### config.mk
export PLATFORM = sky130hd
export DESIGN_NAME = bin_seg_conv_flat
export DESIGN_NICKNAME = d
export VERILOG_FILES = /design/src/rtl/seg_pkg.sv /design/src/rtl/bin_seg_conv_if.sv /design/src/rtl/seg_digit_enc.sv /design/src/rtl/bin_seg_conv.sv /design/src/flat_wrapper.sv
export SDC_FILE = /design/constraint.sdc
export NUM_CORES = 1
export LEC_CHECK = 0
export CORE_UTILIZATION = 51
export DETAILED_ROUTE_END_ITERATION = 7
export MAX_ROUTING_LAYER = met4
export PLACE_DENSITY = 0.76
export SLEW_MARGIN = 5
export SYNTH_ARGS = -nofsm -noshare
export SYNTH_HDL_FRONTEND = slang
export SYNTH_SLANG_ARGS = --single-unit
### constraint.sdc
create_clock -name clk -period 3.3 [get_ports clk]
set_input_delay 0.66 -clock clk [delete_from_list [all_inputs] [get_ports clk]]
set_output_delay 0.66 -clock clk [all_outputs]
set_load 0.05 [all_outputs]
### src/rtl/seg_pkg.sv
// Shared types and constants for the binary-to-7-segment converter.
// Segment bytes are {dp,g,f,e,d,c,b,a}, active-high.
package seg_pkg;

  typedef enum logic [1:0] {IDLE, SHIFT, FORMAT, ERR} state_t;

  localparam logic [7:0] SEG_0     = 8'h3F;
  localparam logic [7:0] SEG_1     = 8'h06;
  localparam logic [7:0] SEG_2     = 8'h5B;
  localparam logic [7:0] SEG_3     = 8'h4F;
  localparam logic [7:0] SEG_4     = 8'h66;
  localparam logic [7:0] SEG_5     = 8'h6D;
  localparam logic [7:0] SEG_6     = 8'h7D;
  localparam logic [7:0] SEG_7     = 8'h07;
  localparam logic [7:0] SEG_8     = 8'h7F;
  localparam logic [7:0] SEG_9     = 8'h6F;
  localparam logic [7:0] SEG_MINUS = 8'h40;
  localparam logic [7:0] SEG_BLANK = 8'h00;

  // "bruh": b,r,u,h in display positions 0..3
  localparam logic [31:0] ERR_PATTERN = 32'h741C507C;

  // Nibble code the formatter uses to request a minus sign from the encoder
  localparam logic [3:0] NIB_MINUS = 4'hA;

  // Decimal digits needed for a w-bit unsigned value: ceil(w*log10(2))
  function automatic int bcd_dig(input int w);
    return (w * 30103 + 99999) / 100000;
  endfunction

endpackage

### src/rtl/bin_seg_conv_if.sv
// Request/result bundle between the calculator datapath and bin_seg_conv.
interface bin_seg_conv_if #(
  parameter int IN_W  = 14,
  parameter int N_DIG = 4
);
  logic [IN_W-1:0]    num;
  logic               convert;
  logic               error;
  logic [8*N_DIG-1:0] seg;
  logic               ready;
  logic               done;
  logic               ovf;

  modport master (output num, convert, error, input seg, ready, done, ovf);
  modport slave  (input num, convert, error, output seg, ready, done, ovf);
endinterface

### src/rtl/seg_digit_enc.sv
// One display position: BCD nibble (or minus code) to segment byte.
module seg_digit_enc
  import seg_pkg::*;
(
  input  logic [3:0] nib,
  input  logic       blank,
  output logic [7:0] seg
);
  always_comb begin
    seg = SEG_BLANK;
    if (!blank) begin
      case (nib)
        4'd0:      seg = SEG_0;
        4'd1:      seg = SEG_1;
        4'd2:      seg = SEG_2;
        4'd3:      seg = SEG_3;
        4'd4:      seg = SEG_4;
        4'd5:      seg = SEG_5;
        4'd6:      seg = SEG_6;
        4'd7:      seg = SEG_7;
        4'd8:      seg = SEG_8;
        4'd9:      seg = SEG_9;
        NIB_MINUS: seg = SEG_MINUS;
        default:   seg = SEG_BLANK;
      endcase
    end
  end
endmodule

### src/rtl/bin_seg_conv.sv
// Sequential double-dabble binary-to-7-segment converter with overflow and error pattern.
// Optional SEG_LZ_BLANK_EN: blank leading zeros and float the minus sign next to the top digit.
module bin_seg_conv
  import seg_pkg::*;
#(
  parameter int IN_W   = 14,
  parameter int N_DIG  = 4,
  parameter int SIGNED = 0
) (
  input  logic           clk,
  input  logic           rst,
  bin_seg_conv_if.slave  bus
);
  localparam int BCD_DIG = bcd_dig(IN_W);
  localparam int BW      = 4 * BCD_DIG;
  localparam int P       = N_DIG - SIGNED;
  localparam int PAD     = ((BCD_DIG > N_DIG) ? BCD_DIG : N_DIG) + 1;
  localparam int PW      = 4 * PAD;
  localparam int CW      = $clog2(IN_W + 1);
  localparam int SW      = 8 * N_DIG;

  state_t              state;
  logic [IN_W-1:0]     mag;
  logic [BW-1:0]       bcd, bcd_adj;
  logic [CW-1:0]       cnt;
  logic                neg;
  logic [PW-1:0]       bcd_pad;
  logic                ovf_c;
  logic [N_DIG-1:0][3:0] enc_nib;
  logic [N_DIG-1:0]      enc_blank;
  logic [N_DIG-1:0][7:0] enc_seg;

  always_comb begin
    bcd_adj = bcd;
    for (int i = 0; i < BCD_DIG; i++)
      if (bcd[4*i +: 4] >= 4'd5) bcd_adj[4*i +: 4] = bcd[4*i +: 4] + 4'd3;
  end

  // Padding lets every display position index a nibble, even beyond BCD_DIG
  assign bcd_pad = PW'(bcd);
  assign ovf_c   = |bcd_pad[PW-1:4*P];

`ifdef SEG_LZ_BLANK_EN
  always_comb begin
    logic [PAD:1] uz;  // uz[d]: every nibble at index >= d is zero
    uz      = '0;
    uz[PAD] = 1'b1;
    for (int d = PAD - 1; d >= 1; d--)
      uz[d] = uz[d+1] & (bcd_pad[4*d +: 4] == 4'd0);
    enc_nib   = '0;
    enc_blank = '0;
    for (int d = 0; d < N_DIG; d++) begin
      enc_nib[N_DIG-1-d] = bcd_pad[4*d +: 4];
      if (d >= P) begin
        enc_nib[N_DIG-1-d]   = NIB_MINUS;
        enc_blank[N_DIG-1-d] = !(neg && bcd_pad[4*(d-1) +: 4] != 4'd0);
      end else if (d > 0 && uz[d]) begin
        if (neg && bcd_pad[4*(d-1) +: 4] != 4'd0) enc_nib[N_DIG-1-d] = NIB_MINUS;
        else                                      enc_blank[N_DIG-1-d] = 1'b1;
      end
    end
  end
`else
  always_comb begin
    enc_nib   = '0;
    enc_blank = '0;
    for (int d = 0; d < N_DIG; d++) begin
      enc_nib[N_DIG-1-d] = bcd_pad[4*d +: 4];
      if (d >= P) begin
        enc_nib[N_DIG-1-d]   = NIB_MINUS;
        enc_blank[N_DIG-1-d] = !neg;
      end
    end
  end
`endif

  for (genvar p = 0; p < N_DIG; p++) begin : g_pos
    seg_digit_enc u_enc (.nib(enc_nib[p]), .blank(enc_blank[p]), .seg(enc_seg[p]));
  end

  always_ff @(posedge clk) begin
    if (rst) begin
      state     <= IDLE;
      bus.seg   <= '0;
      bus.ready <= 1'b1;
      bus.done  <= 1'b0;
      bus.ovf   <= 1'b0;
      mag       <= '0;
      bcd       <= '0;
      cnt       <= '0;
      neg       <= 1'b0;
    end else begin
      bus.done <= 1'b0;
      case (state)
        IDLE: begin
          if (bus.error) begin
            state     <= ERR;
            bus.ready <= 1'b0;
          end else if (bus.convert) begin
            state     <= SHIFT;
            bus.ready <= 1'b0;
            // Negating the most negative value yields 2^(IN_W-1) read as unsigned
            mag <= ((SIGNED != 0) && bus.num[IN_W-1]) ? IN_W'(-bus.num) : bus.num;
            neg <= (SIGNED != 0) && bus.num[IN_W-1];
            bcd <= '0;
            cnt <= '0;
          end
        end
        SHIFT: begin
          if (bus.error) begin
            state <= ERR;
          end else begin
            bcd <= BW'({bcd_adj, mag[IN_W-1]});
            mag <= mag << 1;
            cnt <= cnt + 1'b1;
            if (cnt == CW'(IN_W - 1)) state <= FORMAT;
          end
        end
        FORMAT: begin
          bus.seg   <= ovf_c ? SW'(ERR_PATTERN) : enc_seg;
          bus.ovf   <= ovf_c;
          bus.done  <= 1'b1;
          bus.ready <= 1'b1;
          state     <= IDLE;
        end
        ERR: begin
          bus.seg   <= SW'(ERR_PATTERN);
          bus.ovf   <= 1'b0;
          bus.done  <= 1'b1;
          bus.ready <= 1'b1;
          state     <= IDLE;
        end
        default: state <= IDLE;
      endcase
    end
  end
endmodule
### src/flat_wrapper.sv
// flat-port wrapper written by rule: the top's interface ports become plain ports
module bin_seg_conv_flat import seg_pkg::*;
#(
  parameter int IN_W   = 14,
  parameter int N_DIG  = 4,
  parameter int SIGNED = 0
)
  (clk, rst, bus_num, bus_convert, bus_error, bus_seg, bus_ready, bus_done, bus_ovf);
  bin_seg_conv_if #(.IN_W(IN_W), .N_DIG(N_DIG)) bus_i ();
  input  logic clk;
  input  logic rst;
  input wire logic [$bits(bus_i.num)-1:0] bus_num;
  input wire logic [$bits(bus_i.convert)-1:0] bus_convert;
  input wire logic [$bits(bus_i.error)-1:0] bus_error;
  output wire logic [$bits(bus_i.seg)-1:0] bus_seg;
  output wire logic [$bits(bus_i.ready)-1:0] bus_ready;
  output wire logic [$bits(bus_i.done)-1:0] bus_done;
  output wire logic [$bits(bus_i.ovf)-1:0] bus_ovf;
  assign bus_i.num = bus_num;
  assign bus_i.convert = bus_convert;
  assign bus_i.error = bus_error;
  assign bus_seg = bus_i.seg;
  assign bus_ready = bus_i.ready;
  assign bus_done = bus_i.done;
  assign bus_ovf = bus_i.ovf;
  bin_seg_conv #(.IN_W(IN_W), .N_DIG(N_DIG), .SIGNED(SIGNED)) u_core (.clk(clk), .rst(rst), .bus(bus_i));
endmodule
* Yosys cells after proc, flatten, opt, wreduce, memory -nomap -nowiden
Memories as Yosys holds them, arrays and structs flattened. A register that Yosys moved wholly into a read port is not among the register bits.
Index checks and enable logic that the tools add are counted.
** Storage, ports and cells
- Memories :: 4
- Bits of input ports :: 18
- Output and inout bits :: 35
- Word-level logic and storage cells :: 78
- Flip-flop bits (word level) :: 75
- ROM bits :: 448
** Operators by class
- Mux-type cells :: 37
- Reduce and logical (&&, ||, !) cells :: 9
- Equal/unequal tests :: 9
- $add $sub $neg :: 6
- Magnitude comparators :: 5
** Memory list
- (name not given) :: depth 16, bits a word 7, rd ports 1, clocked after Yosys merged registers in 1, wr ports 0, line seg_digit_enc.sv:12 : case (nib)
- (name not given) :: depth 16, bits a word 7, rd ports 1, clocked after Yosys merged registers in 1, wr ports 0, line seg_digit_enc.sv:12
- (name not given) :: depth 16, bits a word 7, rd ports 1, clocked after Yosys merged registers in 1, wr ports 0, line seg_digit_enc.sv:12
- (name not given) :: depth 16, bits a word 7, rd ports 1, clocked after Yosys merged registers in 1, wr ports 0, line seg_digit_enc.sv:12
** Operator list (number)
- $pmux W32 S2 :: 1
- $mux W20 :: 3
- $mux W4 :: 15
- $mux W14 :: 3
- $pmux W20 S2 :: 1
- $mux W32 :: 1
- $pmux W14 S2 :: 1
- $ge A4 B3 Y1 const B :: 5
- $add A4 B2 Y4 const B :: 4
- $mux W2 :: 4
- $pmux W4 S2 :: 1
- $ne A2 B2 Y1 const B :: 3
- $pmux W2 S3 :: 1
- $reduce_bool A2 Y1 :: 3
- $add A4 B1 Y4 const B :: 1
- $eq A2 B2 Y1 const B :: 2
- $eq A4 B4 Y1 const B :: 1
- $pmux W1 S2 :: 2
- $reduce_and A2 Y1 :: 2
- $reduce_and A4 Y1 :: 1
- $reduce_or A4 Y1 :: 1
- $add A3 B2 Y3 const B :: 1
- $mux W1 :: 3
- $mux W3 :: 1
- 5 further kinds :: 5

* Logic depth before layout (Yosys ltp)
- Word-level depth :: 6
- Mapped depth :: 10
- Depth with buffers taken out :: 10

* By module
Synthesis repeated with hierarchy kept, for this count alone.
** Second synthesis, totals
- Cells, all modules :: 478
- Area, all modules :: 4160.2 um2
** Modules (own cells, without submodules)
- bin_seg_conv :: cells an instance 338, times used 1, area an instance 3204.3 um2, sequential area each 1501.4 um2
- seg_digit_enc :: cells an instance 35, times used 4, area an instance 239.0 um2, sequential area each 0.0 um2

* Worst setup path before layout
No wires, ideal clock.
- Kind :: in2reg
- Start point :: input port bus_error
- End point :: register u_core.g_pos[0].u_enc.seg[3] (netlist name)
- Arrival time :: 3.049 ns
- Library setup time :: 0.063 ns
- Buffers on the path :: 2
- Stages :: 9
- Setup slack :: 0.189 ns
- Required time :: 3.237 ns
- Cells stage by stage :: buf_2 -> or3b_2 -> buf_2 -> a2111oi_0 -> a221o_1 -> inv_1 -> ha_1 -> or4_1 -> nand3_1
** Between the ends
- Word-level cells in the longest chain between the ends :: 4
- Elaborated cells between the ends (all ways) :: 5
- Classes of those cells :: eq/ne (2); mux (2); reduce/logical (1)
** Ends and longest elaborated chain
- from (decl) :: line flat_wrapper.sv:14 : input wire logic [$bits(bus_i.error)-1:0] bus_error;
- $ne A2 B2 Y1 (no source line)
- $reduce_and A4 Y1 (no source line) *
- $mux W4 (no source line) * (2 in series)
Every way passes the cells marked *; elsewhere a longest branch is shown, timed or not.
A chain may end at the register's enable or synchronous reset.

* Worst setup path after layout
- Start point :: input port bus_error
- End point :: register u_core.g_pos[3].u_enc.seg[3] (netlist name)
** Between the ends
- Word-level cells in the longest chain between the ends :: 4
- Elaborated cells between the ends (all ways) :: 5
- Classes of those cells :: eq/ne (2); mux (2); reduce/logical (1)
** Ends and longest elaborated chain
- $ne A2 B2 Y1 (no source line)
- $reduce_and A4 Y1 (no source line) *
- $mux W4 (no source line) * (2 in series)
Marked as above.

==> results.md <==
### Status
• **result of the run** completed

### STA
• **unrepaired setup endpoints after global routing** false
• **maximum achievable frequency** 332.1 MHz
• **final number of max-transition violations** 0
• **Final WS setup** 0.2888 ns
• **endpoints failing hold** 0
• **final hold slack** 0.4455 ns
• **shortest period the worst path allows** 3.011 ns
• **Worst-Margin Slew** 1.055 ns
• **share of the clock period used by the worst path after layout** 0.9125
• **worst-case headroom to the max-slew limit** 0.2938
• **total setup violations reported at the end of the flow** 0
• **Worst Clk Skew** 0.008900 ns

### Synthesis
• **Seq/Total Area, Yosys** 0.4067
• **Top FF cell, synth** sky130_fd_sc_hd__dfxtp_1
• **Gate Count Post-Synth** 514
• **number of flops mapped to enable cells by yosys** 0
• **cell types occupying the most area after synthesis** sky130_fd_sc_hd__dfxtp_1, sky130_fd_sc_hd__ha_1, sky130_fd_sc_hd__nor2_1
• **FFs w/ async S/R, synth** 0
• **post-synth design cell area** 4873 µm²
• **unique cell type count in the Yosys netlist** 66
• **most area-hungry cell type in the Yosys netlist** sky130_fd_sc_hd__dfxtp_1
• **Synth Area per Inst** 9.481 µm²
• **Synth Register Bits** 99
• **Yosys warnings** 0
• **proportion of netlist area held by the largest area contributor** 0.4067

### Clock network
• **total number of H-tree levels** 3
• **register clock-pin slew on the reported worst setup and hold paths** 0.10 ns
• **post-CTS sizing** 0
• **clock buffers created by TritonCTS** 9
• **Hold Buf Count CTS** 0
• **insertion delay to the later sink of the worst-skew pair** 0.36 ns
• **CTS tree** yes
• **maximum root-to-sink buffer count** 2
• **clock sink total** 99
• **Root Buffer Master** sky130_fd_sc_hd__clkbuf_8
• **buffer count from post-CTS setup fixing** 0

### Die
• **Die Wd** 99.76 µm
• **initial cell density of the core** 0.5274
• **area of the core** 9240 µm²
• **Die H** 99.76 µm
• **count of pins on the block boundary** 53
• **area of the die** 9951 µm²
• **row count** 35

### Critical path
• **Top Family by Delay on Critical Path** compound AO/OA/AOI/OAI gates
• **Data arrival, critical path** 3.25 ns
• **highest cell delay on the worst timing path** 0.46 ns
• **required time of the worst setup path** 3.54 ns
• **kind of launch point of the worst setup path** input pin
• **kind of critical path** in2reg
• **highest-delay cell along the critical path** sky130_fd_sc_hd__or3b_2
• **number of buffers and inverters on the critical path** 3
• **critical path endpoint category** flop
• **maximum net fanout on the critical path** 12
• **chain of cells forming the critical path** clkdlybuf4s50_1 -> or3b_2 -> buf_4 -> a2111oi_1 -> a221oi_1 -> nor2_1 -> inv_1 -> ha_1 -> o311ai_0

### GRT
• **pin count of the biggest net entering global routing** 29
• **overall fraction of global-route tracks in use** 0.2301
• **antenna violations before repair** 0
• **total grt overflow** 0
• **wire length of the first global-routing pass** 17700 µm
• **vias in the first global route** 3755

### Routing
• **number of remaining DRC errors** 0
• **first-iteration detailed-routing DRC count** 280
• **detail-routed net length per standard cell** 14.94 µm
• **via-per-instance ratio** 5.659
• **count of nets left with antenna violations after detail routing** 0
• **total number of vias** 3967
• **wirelength, routed** 10470 µm
• **First-pass DRT Iterations** 6

### Pwr
• **leakage power figure** 0.002379 µW
• **Combinational Power Share** 0.136
• **areal power density over the cells** 413.6 nW/µm²
• **portion of total power attributed to the clock network** 0.334
• **sw frac** 0.2722
• **Power Internal** 1730 µW
• **switching power** 646.9 µW
• **Peak supply drop** 0.2668 mV
• **sequential share of power** 0.530

### Place
• **sum of net half-perimeters after detailed placement** 7557 µm
• **number of I/O port buffers** 48
• **Routability Congestion** 0.9992
• **worst slack at placement** -0.01658 ns

### Final layout
• **Area Overhead vs Synth** 17.89%
• **fill count** 786
• **final net count** 622
• **Ant. Diodes** 0
• **end-of-flow core utilization** 0.6218
• **share of cells above drive strength 1** 0.1259

### Flow run
• **MaxCap Viol Count** 0

### Worst hold path
• **type of the most critical hold path** reg2reg

[cell usage in the layout, fill, tap and decap left out, drive strengths merged, types with 3 or more instances in the layout]
master	n
a22o	14
o311ai	5
clkbuf	10
nand4	3
a21o	6
o221a	10
buf	24
nor2	62
conb	4
a32oi	3
xnor2	5
mux2i	20
nor3	7
or3b	4
and3	3
nand2	29
clkdlybuf4s50	48
nor4b	4
or4	3
a21oi	17
a211oi	21
a21boi	3
inv	30
a32o	8
dfxtp	99
nand2b	8
a31oi	5
o21ai	24
nand3	11
ha	36
and2	5
o211ai	3
a2111oi	5
[power by group through the flow]
stage,Combinational [µW],Sequential (µW),Clock (µW)
2_1_floorplan,138,1370,0
3_3_place_gp,318,1290,0
3_5_place_dp,323,1290,0
4_1_cts,324,1260,806
5_1_grt,346,1270,856
6_report,323,1260,794
[registers in the layout, summed over array words and instances (netlist names)]
register and flops:
u_core.cnt 4, u_core.bus.seg 28, u_core.bus.ready 1, u_core.bcd 20, u_core.bus.done 1, u_core.bus.ovf 1
u_core.state 2, u_core.mag 14, u_core.g_pos.u_enc.seg 28
[logic make-up (layout without fill, tap and decap cells)]
group,count (synthesis),in the layout,share of synthesized area
AO/OA/AOI/OAI,140,140,0.2282
XOR/XNOR,7,7,0.01258
adder cells (fa/ha/maj),36,36,0.09243
buffers and inverters,62,117,0.05777
flip-flops,99,99,0.4067
multiplexers,21,21,0.04339
other,1,4,0.0007695
AND/OR/NAND/NOR,148,148,0.1582
[Yosys cell counts (all sizes together) (6+ instances only)]
| cell type | n |
|---|---|
| nor3 | 7 |
| o221a | 10 |
| nand3 | 11 |
| a21o | 6 |
| inv | 29 |
| buf | 17 |
| dfxtp | 99 |
| mux2i | 20 |
| clkbuf | 15 |
| a211oi | 21 |
| nand2 | 29 |
| nor2 | 62 |
| nand2b | 8 |
| o21ai | 24 |
| ha | 36 |
| a32o | 8 |
| a21oi | 17 |
| a22o | 14 |
[cell type report]
cell class / instances / area [µm²] / share of cell area
clock buffer: 10 / 137.6 / 0.02395
clock inverter: 5 / 62.56 / 0.01089
inverter: 30 / 120.1 / 0.02091
multi-input combinational: 356 / 2621 / 0.4562
sequential: 99 / 1982 / 0.3449
tap: 129 / 161.4 / 0.02809
timing repair buffer: 72 / 660.6 / 0.1150
[per-stage QoR]
step	area (µm²)	TNS, ns	power (µW)	instances
after CTS	5746	0	2390	701
final	5746	0	2377	701
after floorplan	4885	0	1503	517
after global routing	5746	0	2467	701
after detailed placement	5545	-0.01658	1611	686
after global placement	5545	0	1603	686
[per-layer routing]
layer / routed length [µm] / global-route usage
met5: 0 / -
met4: 104 / 0.07579
met3: 464 / 0.04498
met2: 5266 / 0.3952
met1: 4637 / 0.2689
[worst paths after layout]
check | end | slack, ns | start | cells after the start
worst max-delay path | u_core.g_pos[3].u_enc.seg[3] | 0.29 | bus_error | 9
worst min-delay path | u_core.bus.seg[13] | 0.45 | u_core.g_pos[1].u_enc.seg[5] | 1
worst max register to register | u_core.g_pos[3].u_enc.seg[3] | 0.53 | u_core.state[1] | 8
worst min register to register | u_core.bus.seg[13] | 0.45 | u_core.g_pos[1].u_enc.seg[5] | 1
Note: power is estimated with default switching activity, not from simulation.
